`config.mk`:
```
export PLATFORM = sky130hd
export DESIGN_NAME = weight_dump_flat
export DESIGN_NICKNAME = d
export VERILOG_FILES = /design/src/rtl/weight_dump_pkg.sv /design/src/rtl/weight_dump_if.sv /design/src/rtl/sync_ff.sv /design/src/rtl/weight_dump.sv /design/src/flat_wrapper.sv
export SDC_FILE = /design/constraint.sdc
export NUM_CORES = 1
export LEC_CHECK = 0
export CAP_MARGIN = 25
export CORE_MARGIN = 10
export CORE_UTILIZATION = 35
export CTS_CLUSTER_SIZE = 10
export DETAILED_ROUTE_END_ITERATION = 10
export PLACE_DENSITY = 0.64
export SETUP_SLACK_MARGIN = 0.3
export SYNTH_ARGS = -nofsm -noshare
export SYNTH_HDL_FRONTEND = slang
export SYNTH_SLANG_ARGS = --single-unit
```
`constraint.sdc`:
```
create_clock -name clk_i -period 3.27 [get_ports clk_i]
set_input_delay 0.4905 -clock clk_i [delete_from_list [all_inputs] [get_ports clk_i]]
set_output_delay 0.4905 -clock clk_i [all_outputs]
set_load 0.005 [all_outputs]
```
`src/rtl/weight_dump_pkg.sv`:
```
// rtl/weight_dump_pkg.sv - shared types and constants for the weight dump transmitter
//
// Contents:
//   state_t      transmit FSM states
//   FRAME_BYTES  bytes per frame (header, 13 payload bytes, checksum)
//   SNAP_BYTES   bytes held in the snapshot (everything except the checksum)
//   IDX_W        width of the byte index
//   LAST_IDX     index of the checksum byte
//   DEFAULT_HDR  default frame header byte
package weight_dump_pkg;

    typedef enum logic [2:0] {
        ST_IDLE,
        ST_LOAD,
        ST_PRESENT,
        ST_RELEASE,
        ST_DONE
    } state_t;

    localparam int             FRAME_BYTES = 15;
    localparam int             SNAP_BYTES  = FRAME_BYTES - 1;
    localparam int             IDX_W       = 4;
    localparam logic [IDX_W-1:0] LAST_IDX  = 4'd14;
    localparam logic [7:0]     DEFAULT_HDR = 8'hA5;

endpackage

```
`src/rtl/weight_dump_if.sv`:
```
// rtl/weight_dump_if.sv - byte-wide four-phase valid/ack link to the off-chip reader
//
// Signals:
//   data_o      current frame byte (transmitter -> host)
//   valid_o     data_o valid (transmitter -> host)
//   byte_idx_o  index of the byte on data_o, 0..14 (transmitter -> host)
//   ack_i       host acknowledge, asynchronous to the transmitter clock (host -> transmitter)
// Modports:
//   master      transmitter side
//   slave       host side
interface weight_dump_if;
    import weight_dump_pkg::*;

    logic [7:0]       data_o;
    logic             valid_o;
    logic [IDX_W-1:0] byte_idx_o;
    logic             ack_i;

    modport master (
        output data_o,
        output valid_o,
        output byte_idx_o,
        input  ack_i
    );

    modport slave (
        input  data_o,
        input  valid_o,
        input  byte_idx_o,
        output ack_i
    );

endinterface

```
`src/rtl/sync_ff.sv`:
```
// rtl/sync_ff.sv - multi-stage flip-flop synchronizer for a single asynchronous pin
//
// Parameters:
//   STAGES  number of flip-flops in the chain (2 or more)
// Ports:
//   clk_i   destination clock
//   rst_i   asynchronous active-low reset, chain clears to 0
//   d_i     asynchronous input
//   q_o     synchronized output, STAGES clocks behind d_i
module sync_ff #(
    parameter int STAGES = 2
) (
    input  logic clk_i,
    input  logic rst_i,
    input  logic d_i,
    output logic q_o
);

    logic [STAGES-1:0] chain_q;

    always_ff @(posedge clk_i or negedge rst_i) begin
        if (!rst_i) begin
            chain_q <= '0;
        end else begin
            chain_q <= {chain_q[STAGES-2:0], d_i};
        end
    end

    assign q_o = chain_q[STAGES-1];

endmodule

```
`src/rtl/weight_dump.sv`:
```
// rtl/weight_dump.sv - snapshots trained weights and result, streams a 15-byte framed packet
//
// Parameters:
//   HDR_BYTE     frame header byte
//   SYNC_STAGES  synchronizer depth on the host ack (2 or more)
// Ports:
//   clk_i          system clock
//   rst_i          asynchronous active-low reset
//   start_i        dump request, rising edge acted on while idle
//   hn0_weights_i  hidden neuron 0 weights {w3,w2,w1,w0}
//   hn1_weights_i  hidden neuron 1 weights {w3,w2,w1,w0}
//   on_weights_i   output neuron weights {w1,w0}
//   final_i        output neuron result
//   busy_o         frame in progress
//   done_o         one-cycle pulse after the checksum byte's handshake completes
//   host           byte link to the reader (data_o, valid_o, byte_idx_o, ack_i)
module weight_dump
    import weight_dump_pkg::*;
#(
    parameter logic [7:0] HDR_BYTE    = DEFAULT_HDR,
    parameter int         SYNC_STAGES = 2
) (
    input  logic          clk_i,
    input  logic          rst_i,
    input  logic          start_i,
    input  logic [31:0]   hn0_weights_i,
    input  logic [31:0]   hn1_weights_i,
    input  logic [15:0]   on_weights_i,
    input  logic [18:0]   final_i,
    output logic          busy_o,
    output logic          done_o,
    weight_dump_if.master host
);

    state_t           state_q;
    state_t           state_d;

    logic             start_q;
    logic             start_rise;
    logic             ack_sync;

    logic [7:0]       snap_q [SNAP_BYTES];
    logic [7:0]       csum_q;
    logic [IDX_W-1:0] idx_q;
    logic [7:0]       data_q;
    logic [IDX_W-1:0] byte_idx_q;

    logic             capture;
    logic             present_en;
    logic [IDX_W-1:0] present_idx;
    logic [7:0]       present_byte;

    sync_ff #(
        .STAGES (SYNC_STAGES)
    ) u_ack_sync (
        .clk_i (clk_i),
        .rst_i (rst_i),
        .d_i   (host.ack_i),
        .q_o   (ack_sync)
    );

    assign start_rise = start_i & ~start_q;

    always_ff @(posedge clk_i or negedge rst_i) begin
        if (!rst_i) begin
            state_q <= ST_IDLE;
        end else begin
            state_q <= state_d;
        end
    end

    // present_en marks every entry into PRESENT; it is the only moment the
    // output byte, the visible index and the running checksum move.
    always_comb begin
        state_d     = state_q;
        capture     = 1'b0;
        present_en  = 1'b0;
        present_idx = idx_q;
        case (state_q)
            ST_IDLE: begin
                if (start_rise) begin
                    capture = 1'b1;
                    state_d = ST_LOAD;
                end
            end
            ST_LOAD: begin
                // A host still holding ack from before must let go first,
                // otherwise the header would be acknowledged instantly.
                if (!ack_sync) begin
                    present_en  = 1'b1;
                    present_idx = '0;
                    state_d     = ST_PRESENT;
                end
            end
            ST_PRESENT: begin
                if (ack_sync) begin
                    state_d = ST_RELEASE;
                end
            end
            ST_RELEASE: begin
                if (!ack_sync) begin
                    if (idx_q == LAST_IDX) begin
                        state_d = ST_DONE;
                    end else begin
                        present_en  = 1'b1;
                        present_idx = idx_q + 4'd1;
                        state_d     = ST_PRESENT;
                    end
                end
            end
            ST_DONE: begin
                state_d = ST_IDLE;
            end
            default: begin
                state_d = ST_IDLE;
            end
        endcase
    end

    // The checksum byte is whatever has been folded in by the time index 14
    // is presented, i.e. the XOR of bytes 0..13.
    always_comb begin
        if (present_idx == LAST_IDX) begin
            present_byte = csum_q;
        end else begin
            present_byte = snap_q[present_idx];
        end
    end

    always_ff @(posedge clk_i or negedge rst_i) begin
        if (!rst_i) begin
            start_q    <= 1'b0;
            idx_q      <= '0;
            csum_q     <= '0;
            data_q     <= '0;
            byte_idx_q <= '0;
        end else begin
            start_q <= start_i;
            if (capture) begin
                idx_q  <= '0;
                csum_q <= '0;
            end
            if (present_en) begin
                idx_q      <= present_idx;
                data_q     <= present_byte;
                byte_idx_q <= present_idx;
                if (present_idx != LAST_IDX) begin
                    csum_q <= csum_q ^ present_byte;
                end
            end
        end
    end

    // Snapshot is pure datapath: it is only ever read after a capture, so it
    // needs no reset.
    always_ff @(posedge clk_i) begin
        if (capture) begin
            snap_q[0]  <= HDR_BYTE;
            snap_q[1]  <= hn0_weights_i[7:0];
            snap_q[2]  <= hn0_weights_i[15:8];
            snap_q[3]  <= hn0_weights_i[23:16];
            snap_q[4]  <= hn0_weights_i[31:24];
            snap_q[5]  <= hn1_weights_i[7:0];
            snap_q[6]  <= hn1_weights_i[15:8];
            snap_q[7]  <= hn1_weights_i[23:16];
            snap_q[8]  <= hn1_weights_i[31:24];
            snap_q[9]  <= on_weights_i[7:0];
            snap_q[10] <= on_weights_i[15:8];
            snap_q[11] <= final_i[7:0];
            snap_q[12] <= final_i[15:8];
            snap_q[13] <= {5'b0, final_i[18:16]};
        end
    end

    assign host.valid_o    = (state_q == ST_PRESENT);
    assign host.data_o     = data_q;
    assign host.byte_idx_o = byte_idx_q;
    assign busy_o          = (state_q != ST_IDLE);
    assign done_o          = (state_q == ST_DONE);

endmodule

```
`src/flat_wrapper.sv`:
```
// flat-port wrapper written by rule: the top's interface ports become plain ports
module weight_dump_flat import weight_dump_pkg::*;
#(
    parameter logic [7:0] HDR_BYTE    = DEFAULT_HDR,
    parameter int         SYNC_STAGES = 2
)
  (clk_i, rst_i, start_i, hn0_weights_i, hn1_weights_i, on_weights_i, final_i, busy_o, done_o, host_data_o, host_valid_o, host_byte_idx_o, host_ack_i);
  weight_dump_if host_i ();
  input  logic clk_i;
  input  logic rst_i;
  input  logic start_i;
  input  logic [31:0] hn0_weights_i;
  input  logic [31:0] hn1_weights_i;
  input  logic [15:0] on_weights_i;
  input  logic [18:0] final_i;
  output logic busy_o;
  output logic done_o;
  output wire logic [$bits(host_i.data_o)-1:0] host_data_o;
  output wire logic [$bits(host_i.valid_o)-1:0] host_valid_o;
  output wire logic [$bits(host_i.byte_idx_o)-1:0] host_byte_idx_o;
  input wire logic [$bits(host_i.ack_i)-1:0] host_ack_i;
  assign host_data_o = host_i.data_o;
  assign host_valid_o = host_i.valid_o;
  assign host_byte_idx_o = host_i.byte_idx_o;
  assign host_i.ack_i = host_ack_i;
  weight_dump #(.HDR_BYTE(HDR_BYTE), .SYNC_STAGES(SYNC_STAGES)) u_core (.clk_i(clk_i), .rst_i(rst_i), .start_i(start_i), .hn0_weights_i(hn0_weights_i), .hn1_weights_i(hn1_weights_i), .on_weights_i(on_weights_i), .final_i(final_i), .busy_o(busy_o), .done_o(done_o), .host(host_i));
endmodule
```
# After elaboration in Yosys (flattened, before gate mapping)
# Memories as Yosys holds them, arrays and structs flattened.
# Cells that the tools add are included.
dict set report totals {
  inputBits 103
  mem_bits_rw 112
  output_inout_bits 15
  mem_count 1
  reg_bits 30
  elab_cells 51
}
# memory words width read_ports rd_ports_with_merged_regs write_ports line
set memory_table {}
lappend memory_table {u_core.snap_q 14 8 1 0 14 weight_dump.sv:42} ;# logic [7:0] snap_q [SNAP_BYTES];
dict set report op_classes {
  n_mux 24
  n_eq_ne 11
  addsub 1
  n_bitwise 3
  n_reduce_logical 4
}
# op n
set op_table {}
lappend op_table {{$mux W8} 4}
lappend op_table {{$mux W4} 5}
lappend op_table {{$mux W3} 5}
lappend op_table {{$pmux W3 S4} 1}
lappend op_table {{$eq A4 B4 Y1 const B} 2}
lappend op_table {{$pmux W4 S2} 1}
lappend op_table {{$xor A8 B8 Y8} 1}
lappend op_table {{$mux W1} 7}
lappend op_table {{$eq A3 B2 Y1 const B} 2}
lappend op_table {{$add A4 B1 Y4 const B} 1}
lappend op_table {{$ne A2 B1 Y1 const B} 2}
lappend op_table {{$ne A2 B2 Y1 const B} 2}
lappend op_table {{$ne A4 B4 Y1 const B} 1}
lappend op_table {{$reduce_and A4 Y1} 1}
lappend op_table {{$eq A3 B1 Y1 const B} 1}
lappend op_table {{$eq A3 B3 Y1 const B} 1}
lappend op_table {{$logic_not A3 Y1} 1}
lappend op_table {{$reduce_bool A3 Y1} 1}
lappend op_table {{$pmux W1 S2} 1}
lappend op_table {{$reduce_bool A2 Y1} 1}
lappend op_table {{$and A1 B1 Y1} 1}
lappend op_table {{$not A1 Y1} 1}

# Depth between registers and ports, before layout
# Gate-level depths: netlist (run 1).
dict set report depth {
  ltp_word 9
  depth_mapped 13
  depth_no_buf 10
}

# Modules after synthesis
# Synthesis (run 1) repeated with hierarchy kept, for this count alone.
dict set report unflattened {
  cells_unflattened 385
  area_unflattened_um2 5462.7
}
# module area_each_um2 n_inst cells_per_inst seq_area_each_um2
set modules_own_cells {}
lappend modules_own_cells {weight_dump 5412.7 1 383 3673.5}
lappend modules_own_cells {sync_ff 50.0 1 2 50.0}

# Least setup slack after synthesis (run 1)
# OpenSTA, ideal clock, no wires.
dict set report synth_path {
  kind {reg2reg}
  startpoint {reg u_core.state_q[2]}
  endpoint {reg u_core.csum_q[3]}
  path_slack_ps -334
  required_time_ps 3144
  setup_ps 126
  path_stages_with_launch 7
  path_buffers 0
  period_less_slack_ps 3604
  t_arrival_ps 3478
  cell_sequence {dfrtp_1 > nor3_1 > nand2_1 > inv_1 > nor2_1 > a21oi_1 > o21ai_0}
}
dict set report synth_via {
  elab_cells_between_ends 14
  cone_classes {eq/ne: 4; mux: 7; bitwise: 1; reduce/logical: 1; memory: 1}
}
# item line
set synth_lines {}
lappend synth_lines {{start, declared} weight_dump.sv:35} ;# state_t state_q;
lappend synth_lines {{start signal, assigned} weight_dump.sv:68} ;# state_q <= state_d;
lappend synth_lines {{$logic_not A3 Y1 (*)} weight_dump.sv:79} ;# case (state_q)
lappend synth_lines {{$mux W1 (*)} weight_dump.sv:79}
lappend synth_lines {{via u_core.capture} weight_dump.sv:48} ;# logic capture;
lappend synth_lines {{$mux W8 (*)} weight_dump.sv:139} ;# if (capture) begin
lappend synth_lines {{$mux W8} weight_dump.sv:147} ;# if (present_idx != LAST_IDX) begin
lappend synth_lines {{$mux W8 (*)} weight_dump.sv:143} ;# if (present_en) begin
lappend synth_lines {{end signal, assigned} weight_dump.sv:148} ;# csum_q <= csum_q ^ present_byte;
lappend synth_lines {{end, declared} weight_dump.sv:43} ;# logic [7:0] csum_q;
# Mark *: on every way through the listed nets, which the timed path passes. The rest lies on a longest branch.
# A chain may end at the register's enable or synchronous reset.

# Worst setup path after layout (run 1)
dict set report layout_path {
  startpoint {reg u_core.idx_q[1]}
  endpoint {reg u_core.csum_q[6]}
}
dict set report layout_via {
  elab_chain_len 9
  elab_cells_between_ends 16
  cone_classes {add/sub: 1; eq/ne: 3; mux: 10; bitwise: 1; memory: 1}
}
# item line
set layout_lines {}
lappend layout_lines {{start, declared} weight_dump.sv:44} ;# logic [IDX_W-1:0] idx_q;
lappend layout_lines {{start signal, assigned} weight_dump.sv:144} ;# idx_q <= present_idx;
lappend layout_lines {{$add A4 B1 Y4 or $eq A4 B4 Y1 (tied branches)} {weight_dump.sv:106, weight_dump.sv:102}}
lappend layout_lines {{$mux W4} weight_dump.sv:102} ;# if (idx_q == LAST_IDX) begin
lappend layout_lines {{$mux W4} weight_dump.sv:101} ;# if (!ack_sync) begin
lappend layout_lines {{$pmux W4 S2} weight_dump.sv:79}
lappend layout_lines {{$mem_v2 Z14 W8 or $eq A4 B4 Y1 (tied branches)} -}
lappend layout_lines {{$mux W8} weight_dump.sv:123} ;# if (present_idx == LAST_IDX) begin
lappend layout_lines {{$xor A8 B8 Y8} weight_dump.sv:148}
lappend layout_lines {{$mux W8} weight_dump.sv:147}
lappend layout_lines {{$mux W8 (*)} weight_dump.sv:143}
# Mark *: on every way between the ends. The rest lies on a longest branch, timed or not.

==> results_dict.tcl, run 1 <==
set metrics [dict create \
    post-route-period-util 0.871 \
    layout_common_cells "clkdlybuf4s50_1 (117), edfxtp_1 (99), nand2_1 (56), a21oi_1 (30), dfrtp_1 (29)" \
    netlist_area_um2 5320 \
    whs_path_depth 0 \
    maxCapViolations 0 \
    viasPerCell 5.11 \
    p_leak_nw 2.69 \
    antenna_cells 0 \
    clk_latency_ns 0.42 \
    synthesis.nets 489 \
    h-tree-depth 4 \
    netlist_instances 384 \
    coreArea_um2 14700 \
    ys_seq_area_frac 0.701 \
    finalSetupViolations 0 \
    max_slew_margin 0.623 \
    grt_overflow 0 \
    grt_max_degree 49 \
    die-area_um2 20500 \
    std_cell_rows 44 \
    track_usage 0.137 \
    worstSetupPathType "flip-flop to flip-flop" \
    synthFlopType "edfxtp_1" \
    arrival_ns 3.19 \
    finalSetupTns_ns 0 \
    place_area_um2 6800 \
    start_util 0.362 \
    fmax_mhz 351 \
    hold_class "flip-flop to flip-flop" \
    reg2reg_depth 8 \
    dieWidth_um 143 \
    yosys.area.top_type "edfxtp_1" \
    cp_max_fo 12 \
    area_delta_synth_final_pct 39.8 \
    grt_pass1_vias 4035 \
    cts_buffer_depth 2 \
    dp_hpwl_um 9910 \
    rsz0062_at_grt "false" \
    tightest_slew_ns 0.564 \
    drt_iter0_drc 183 \
    final_common_cell "clkdlybuf4s50_1" \
    nets 630 \
    drc 0 \
    wl_per_cell_um 18.8 \
    hold_viol_final 0 \
    cts.sinks 129 \
    gp_congestion 0.767 \
    antenna_found_initial 0 \
    cts_made_buffers 17 \
    synthArstFlopShare 0.233 \
    cts_root_buf "clkbuf_16" \
    status "finished, final reports clean" \
    synth_top_cell_area_share 0.559 \
    required_ns 3.61 \
    grt_pass1_wl_um 21400 \
    yosys_register_bits 129 \
    power.total_mw 4.89 \
    cts_tree "built" \
    synth.area.top_cells "edfxtp_1 (56%), dfrtp_1 (14%), nand2_1 (4.0%)" \
    fin_crit_ns 2.85 \
    critPathLaunchType "flip-flop" \
    vdd_drop_max_uv 424 \
    synth_edf_count 99 \
    die_h_um 143 \
    io_buffers 117 \
    yosysWarnings 0 \
    cts.clk_slew.worst_paths_ns 0.05 \
    syn_avg_cell_area_um2 13.8 \
    io_pins 118 \
    firstDrtPassIters 4 \
    endpoint_kind "flip-flop" \
    slew_viol_final 0 \
    wl_um 13600 \
    power.density_nw_per_um2 659 \
    ys_types 51 \
    clock_skew_ns 0.0122 \
    drive_above_1_share 0.143 \
    ant_nets 0 \
    via_count 3686 \
    fin_area_um2 7430 \
]
## worst max-delay path, cell delays in order, from the launching register on
cell and delay (ns):
dfrtp_2 0.46, ha_1 0.24, nand2b_1 0.15, o21ai_1 0.34, a21oi_4 0.16, and4_1 0.38
or4_1 0.61, or3_1 0.34, o21ai_0 0.07
## registers in the layout, summed over array words and instances, names as in the netlist
signal                     cells
u_core.snap_q                 99
u_core.idx_q                   4
u_core.state_q                 3
u_core.start_q                 1
u_core.csum_q                  8
u_core.u_ack_sync.chain_q      2
u_core.host.byte_idx_o         4
u_core.host.data_o             8
## where the power goes
part	internal, mW	switching, mW	leakage (nW)	total [mW]
logic	0.572	0.577	1.18	1.15
clock network	1.11	0.660	0.263	1.77
registers	1.88	0.0924	1.25	1.98
total	3.57	1.33	2.69	4.89
## cells in the mapped netlist (7+ instances only)
cell	n
a21oi_1	30
a211oi_1	7
nor2_1	13
o21ai_0	14
clkbuf_1	8
mux2i_1	20
edfxtp_1	99
buf_2	7
nand3_1	8
dfrtp_1	30
nand2_1	57
mux2_2	12
inv_1	7
## final cells by class
| class | instances | area (um2) |
|---|---|---|
| multi-input combinational | 230 | 1520 |
| inverter | 7 | 30.0 |
| fill | 1236 | 7270 |
| clock inverter | 11 | 115 |
| clock buffer | 21 | 440 |
| sequential | 129 | 3720 |
| tap | 184 | 230 |
| timing repair buffer | 140 | 1370 |
## repair_timing
item                       CTS  global route
gates resized for setup      1            10
setup buffers                3             0
setup endpoints to repair    2             9
hold buffers                 0             0
## per-layer routing
| layer | GRT usage | share of wire |
|---|---|---|
| met5 | 0 | 0 |
| met4 | 0.0564 | 0.020 |
| met3 | 0.0584 | 0.073 |
| met2 | 0.220 | 0.49 |
| met1 | 0.158 | 0.42 |
## through the flow
step | hold slack (ns) | util | worst slack (ns) | instances
6_report | 0.350 | 0.505 | 0.421 | 722
5_1_grt | 0.366 | 0.505 | 0.285 | 722
4_1_cts | 0.352 | 0.503 | 0.314 | 722
3_5_place_dp | 0.340 | 0.463 | 0.190 | 687
3_3_place_gp | 0.348 | 0.463 | 0.429 | 687
2_1_floorplan | 0.195 | - | 0.343 | 384
## worst paths after layout
check	start	endpoint	slack, ns
setup / recovery	u_core.idx_q[1]$_DFFE_PN0P_	u_core.csum_q[6]$_DFF_PN0_	0.42
hold / removal	u_core.u_ack_sync.chain_q[0]$_DFF_PN0_	u_core.u_ack_sync.chain_q[1]$_DFF_PN0_	0.35
hold reg to reg	u_core.u_ack_sync.chain_q[0]$_DFF_PN0_	u_core.u_ack_sync.chain_q[1]$_DFF_PN0_	0.35
setup reg to reg	u_core.idx_q[1]$_DFFE_PN0P_	u_core.csum_q[6]$_DFF_PN0_	0.42
min in group asynchronous	rst_i	u_core.host.data_o[0]$_DFFE_PN0P_	0.48
max in group asynchronous	rst_i	u_core.idx_q[1]$_DFFE_PN0P_	2.48
## cells by family after synthesis
| kind of cell | count (synthesis) | synth area share |
|---|---|---|
| AND/OR/NAND/NOR | 107 | 0.0956 |
| AO/OA/AOI/OAI | 87 | 0.105 |
| adder cells (fa/ha/maj) | 2 | 0.00471 |
| multiplexers | 34 | 0.0716 |
| buffers and inverters | 25 | 0.0221 |
| flip-flops | 129 | 0.701 |
Power figures use the tool's default switching activity.
==> run 2: changes to the inputs <==
--- a/config.mk
+++ b/config.mk
@@ -8,6 +8,7 @@
 export CAP_MARGIN = 25
 export CORE_MARGIN = 10
 export CORE_UTILIZATION = 35
+export CTS_CLUSTER_DIAMETER = 60
 export CTS_CLUSTER_SIZE = 10
 export DETAILED_ROUTE_END_ITERATION = 10
 export PLACE_DENSITY = 0.64
==> results of run 2 <==
No change in the layout: final DEF, timing and power equal those of run 1.
==> run 3: changes to the inputs <==
--- a/config.mk
+++ b/config.mk
@@ -7,11 +7,11 @@
 export LEC_CHECK = 0
 export CAP_MARGIN = 25
 export CORE_MARGIN = 10
-export CORE_UTILIZATION = 35
+export CORE_UTILIZATION = 45
 export CTS_CLUSTER_DIAMETER = 60
-export CTS_CLUSTER_SIZE = 10
+export CTS_CLUSTER_SIZE = 14
 export DETAILED_ROUTE_END_ITERATION = 10
-export PLACE_DENSITY = 0.64
+export PLACE_DENSITY = 0.78
 export SETUP_SLACK_MARGIN = 0.3
 export SYNTH_ARGS = -nofsm -noshare
 export SYNTH_HDL_FRONTEND = slang
==> run 3 against run 2 <==
  * Setup slack better by 0.025 ns
  * Cell area decreased by 0.66%
  * Clock-buffer cell count unchanged
  * Clock power is 3% higher
  * Critical path type unchanged
  * Cell count decreased by 6.4%
==> results_dict.tcl, run 3 (synthesis results as in run 1) <==
set metrics [dict create \
    status "finished, final reports clean" \
    nets 625 \
    slew_viol_final 0 \
    wl_um 12800 \
    top_layer "met4" \
    final_common_cell "clkdlybuf4s50_1" \
    std_cell_rows 39 \
    drive_above_1_share 0.122 \
    arrival_ns 3.16 \
    p_int_mw 3.64 \
    max_stage_delay_ns 0.52 \
    largest-register "u_core.snap_q" \
    cp-startpoint "u_core.state_q[2]$_DFFE_PN0P_" \
    cts.sinks 129 \
    cts_resized 0 \
    fin_crit_ns 2.82 \
    track_usage 0.161 \
    power.density_nw_per_um2 667 \
    h-tree-depth 4 \
    required_ns 3.60 \
    worstReg2RegStart "u_core.state_q[2]$_DFFE_PN0P_" \
    ant_nets 0 \
    wirelength_met1_um 5170 \
    seq_power_share 0.403 \
    antenna_cells 0 \
    power.total_mw 4.92 \
    cts_made_buffers 17 \
    firstDrtPassIters 6 \
    hold_viol_final 0 \
    p_clk_frac 0.372 \
    hold_slack_ns 0.363 \
    post_cts_buffers 0 \
    finalSetupTns_ns 0 \
    cts_buffer_depth 2 \
    combinationalPowerShare 0.225 \
    io_buffers 117 \
    maxCapViolations 0 \
    hold_class "flip-flop to flip-flop" \
    finalSetupViolations 0 \
    grt_pass1_vias 3919 \
    clock_skew_ns 0.00837 \
    coreArea_um2 11500 \
    drc 0 \
    p_sw_frac 0.260 \
    met2_length_um 6160 \
    start_util 0.462 \
    reg2reg_depth 9 \
    die-area_um2 16600 \
    p_sw_mw 1.28 \
    crit_path_top_delay_cell "or4_1" \
    fin_util 0.641 \
    fmax_mhz 354 \
    worstSetupPathType "flip-flop to flip-flop" \
    endpoint_kind "flip-flop" \
    grt_overflow 0 \
    critPathLaunchType "flip-flop" \
    grt_max_degree 54 \
    cts_tree "built" \
    cts.clk_slew.worst_paths_ns 0.05 \
    rsz0062_at_grt "true" \
    hp-start "u_core.u_ack_sync.chain_q[0]$_DFF_PN0_" \
    viasPerCell 5.49 \
    grt_pass1_wl_um 20400 \
    max_slew_margin 0.663 \
    io_pins 118 \
    post-route-period-util 0.864 \
    die_h_um 129 \
    whs_path_depth 0 \
    cts_root_buf "clkbuf_16" \
    dieWidth_um 129 \
    crit_chain "nor3b_2 > buf_4 > a41oi_1 > a21o_1 > nand2_1 > a311oi_1 > or4_1 > or3_1 > o21ai_0" \
    vdd_drop_max_uv 402 \
    clk_latency_ns 0.42 \
    area_delta_synth_final_pct 38.9 \
    drt_iter0_drc 304 \
    dr_wl_met3_um 1290 \
    dp_hpwl_um 9410 \
    p_leak_nw 2.69 \
    antenna_found_initial 0 \
    largest_register_ffs 99 \
    cp_max_fo 7 \
    tightest_slew_ns 0.503 \
    wl_per_cell_um 19.0 \
    layout_common_cells "clkdlybuf4s50_1 (117), edfxtp_1 (99), nand2_1 (57), a21oi_1 (30), dfrtp_1 (29)" \
    gp_congestion 0.813 \
    via_count 3713 \
    cts.hold.buffers_added 0 \
]
## run 3: changes by cell type in the layout (fill, tap and decap cells not counted), sizes merged
| cell | change |
|---|---|
| bufinv | +1 |
| buf | -5 |
| clkinvlp | -2 |
| inv | +1 |
## run 3: worst paths after layout
| kind | to | slack, ns |
|---|---|---|
| setup / recovery | u_core.csum_q[6]$_DFF_PN0_ | 0.45 |
| hold / removal | u_core.u_ack_sync.chain_q[1]$_DFF_PN0_ | 0.36 |
| setup reg to reg | u_core.csum_q[6]$_DFF_PN0_ | 0.45 |
| hold reg to reg | u_core.u_ack_sync.chain_q[1]$_DFF_PN0_ | 0.36 |
| max in group asynchronous | u_core.idx_q[1]$_DFFE_PN0P_ | 2.50 |
| min in group asynchronous | u_core.csum_q[3]$_DFF_PN0_ | 0.47 |
## run 3: through the flow
stage / instance area [um2] / std cells / setup slack (ns)
5_1_grt: 7380 / 676 / 0.268
2_1_floorplan: 5320 / 384 / 0.343
4_1_cts: 7360 / 676 / 0.355
3_3_place_gp: 6780 / 644 / 0.456
6_report: 7380 / 676 / 0.446
3_5_place_dp: 6780 / 644 / 0.379
## run 3: worst max-delay path: cells and delay by family (launching register included)
| family | cells | cell delay (ns) |
|---|---|---|
| AO/OA/AOI/OAI | 4 | 0.68 |
| flip-flops | 1 | 0.46 |
| AND/OR/NAND/NOR | 4 | 1.38 |
| buffers and inverters | 1 | 0.23 |
## run 3: power groups by stage
stage / sequential, mW / clock [mW] / combinational, mW
after global placement: 2.00 / 0 / 1.07
after floorplan: 1.99 / 0 / 0.608
after CTS: 1.98 / 1.86 / 1.10
after detailed placement: 2.01 / 0 / 1.09
final: 1.98 / 1.83 / 1.11
after global routing: 2.00 / 1.94 / 1.21
## run 3: layer usage
layer	up-vias	global-route usage
met1	1788	0.185
met5	-	0
met3	27	0.0784
li1	1735	-
met2	163	0.256
met4	0	0.0622
## run 3: area by class of cell
| class | instances | area, um2 |
|---|---|---|
| Inverter | 7 | 30.0 |
| Clock buffer | 21 | 440 |
| Fill cell | 839 | 4140 |
| Multi-Input combinational cell | 230 | 1510 |
| Clock inverter | 11 | 138 |
| Timing Repair Buffer | 135 | 1360 |
| Tap cell | 143 | 179 |
| Sequential cell | 129 | 3720 |
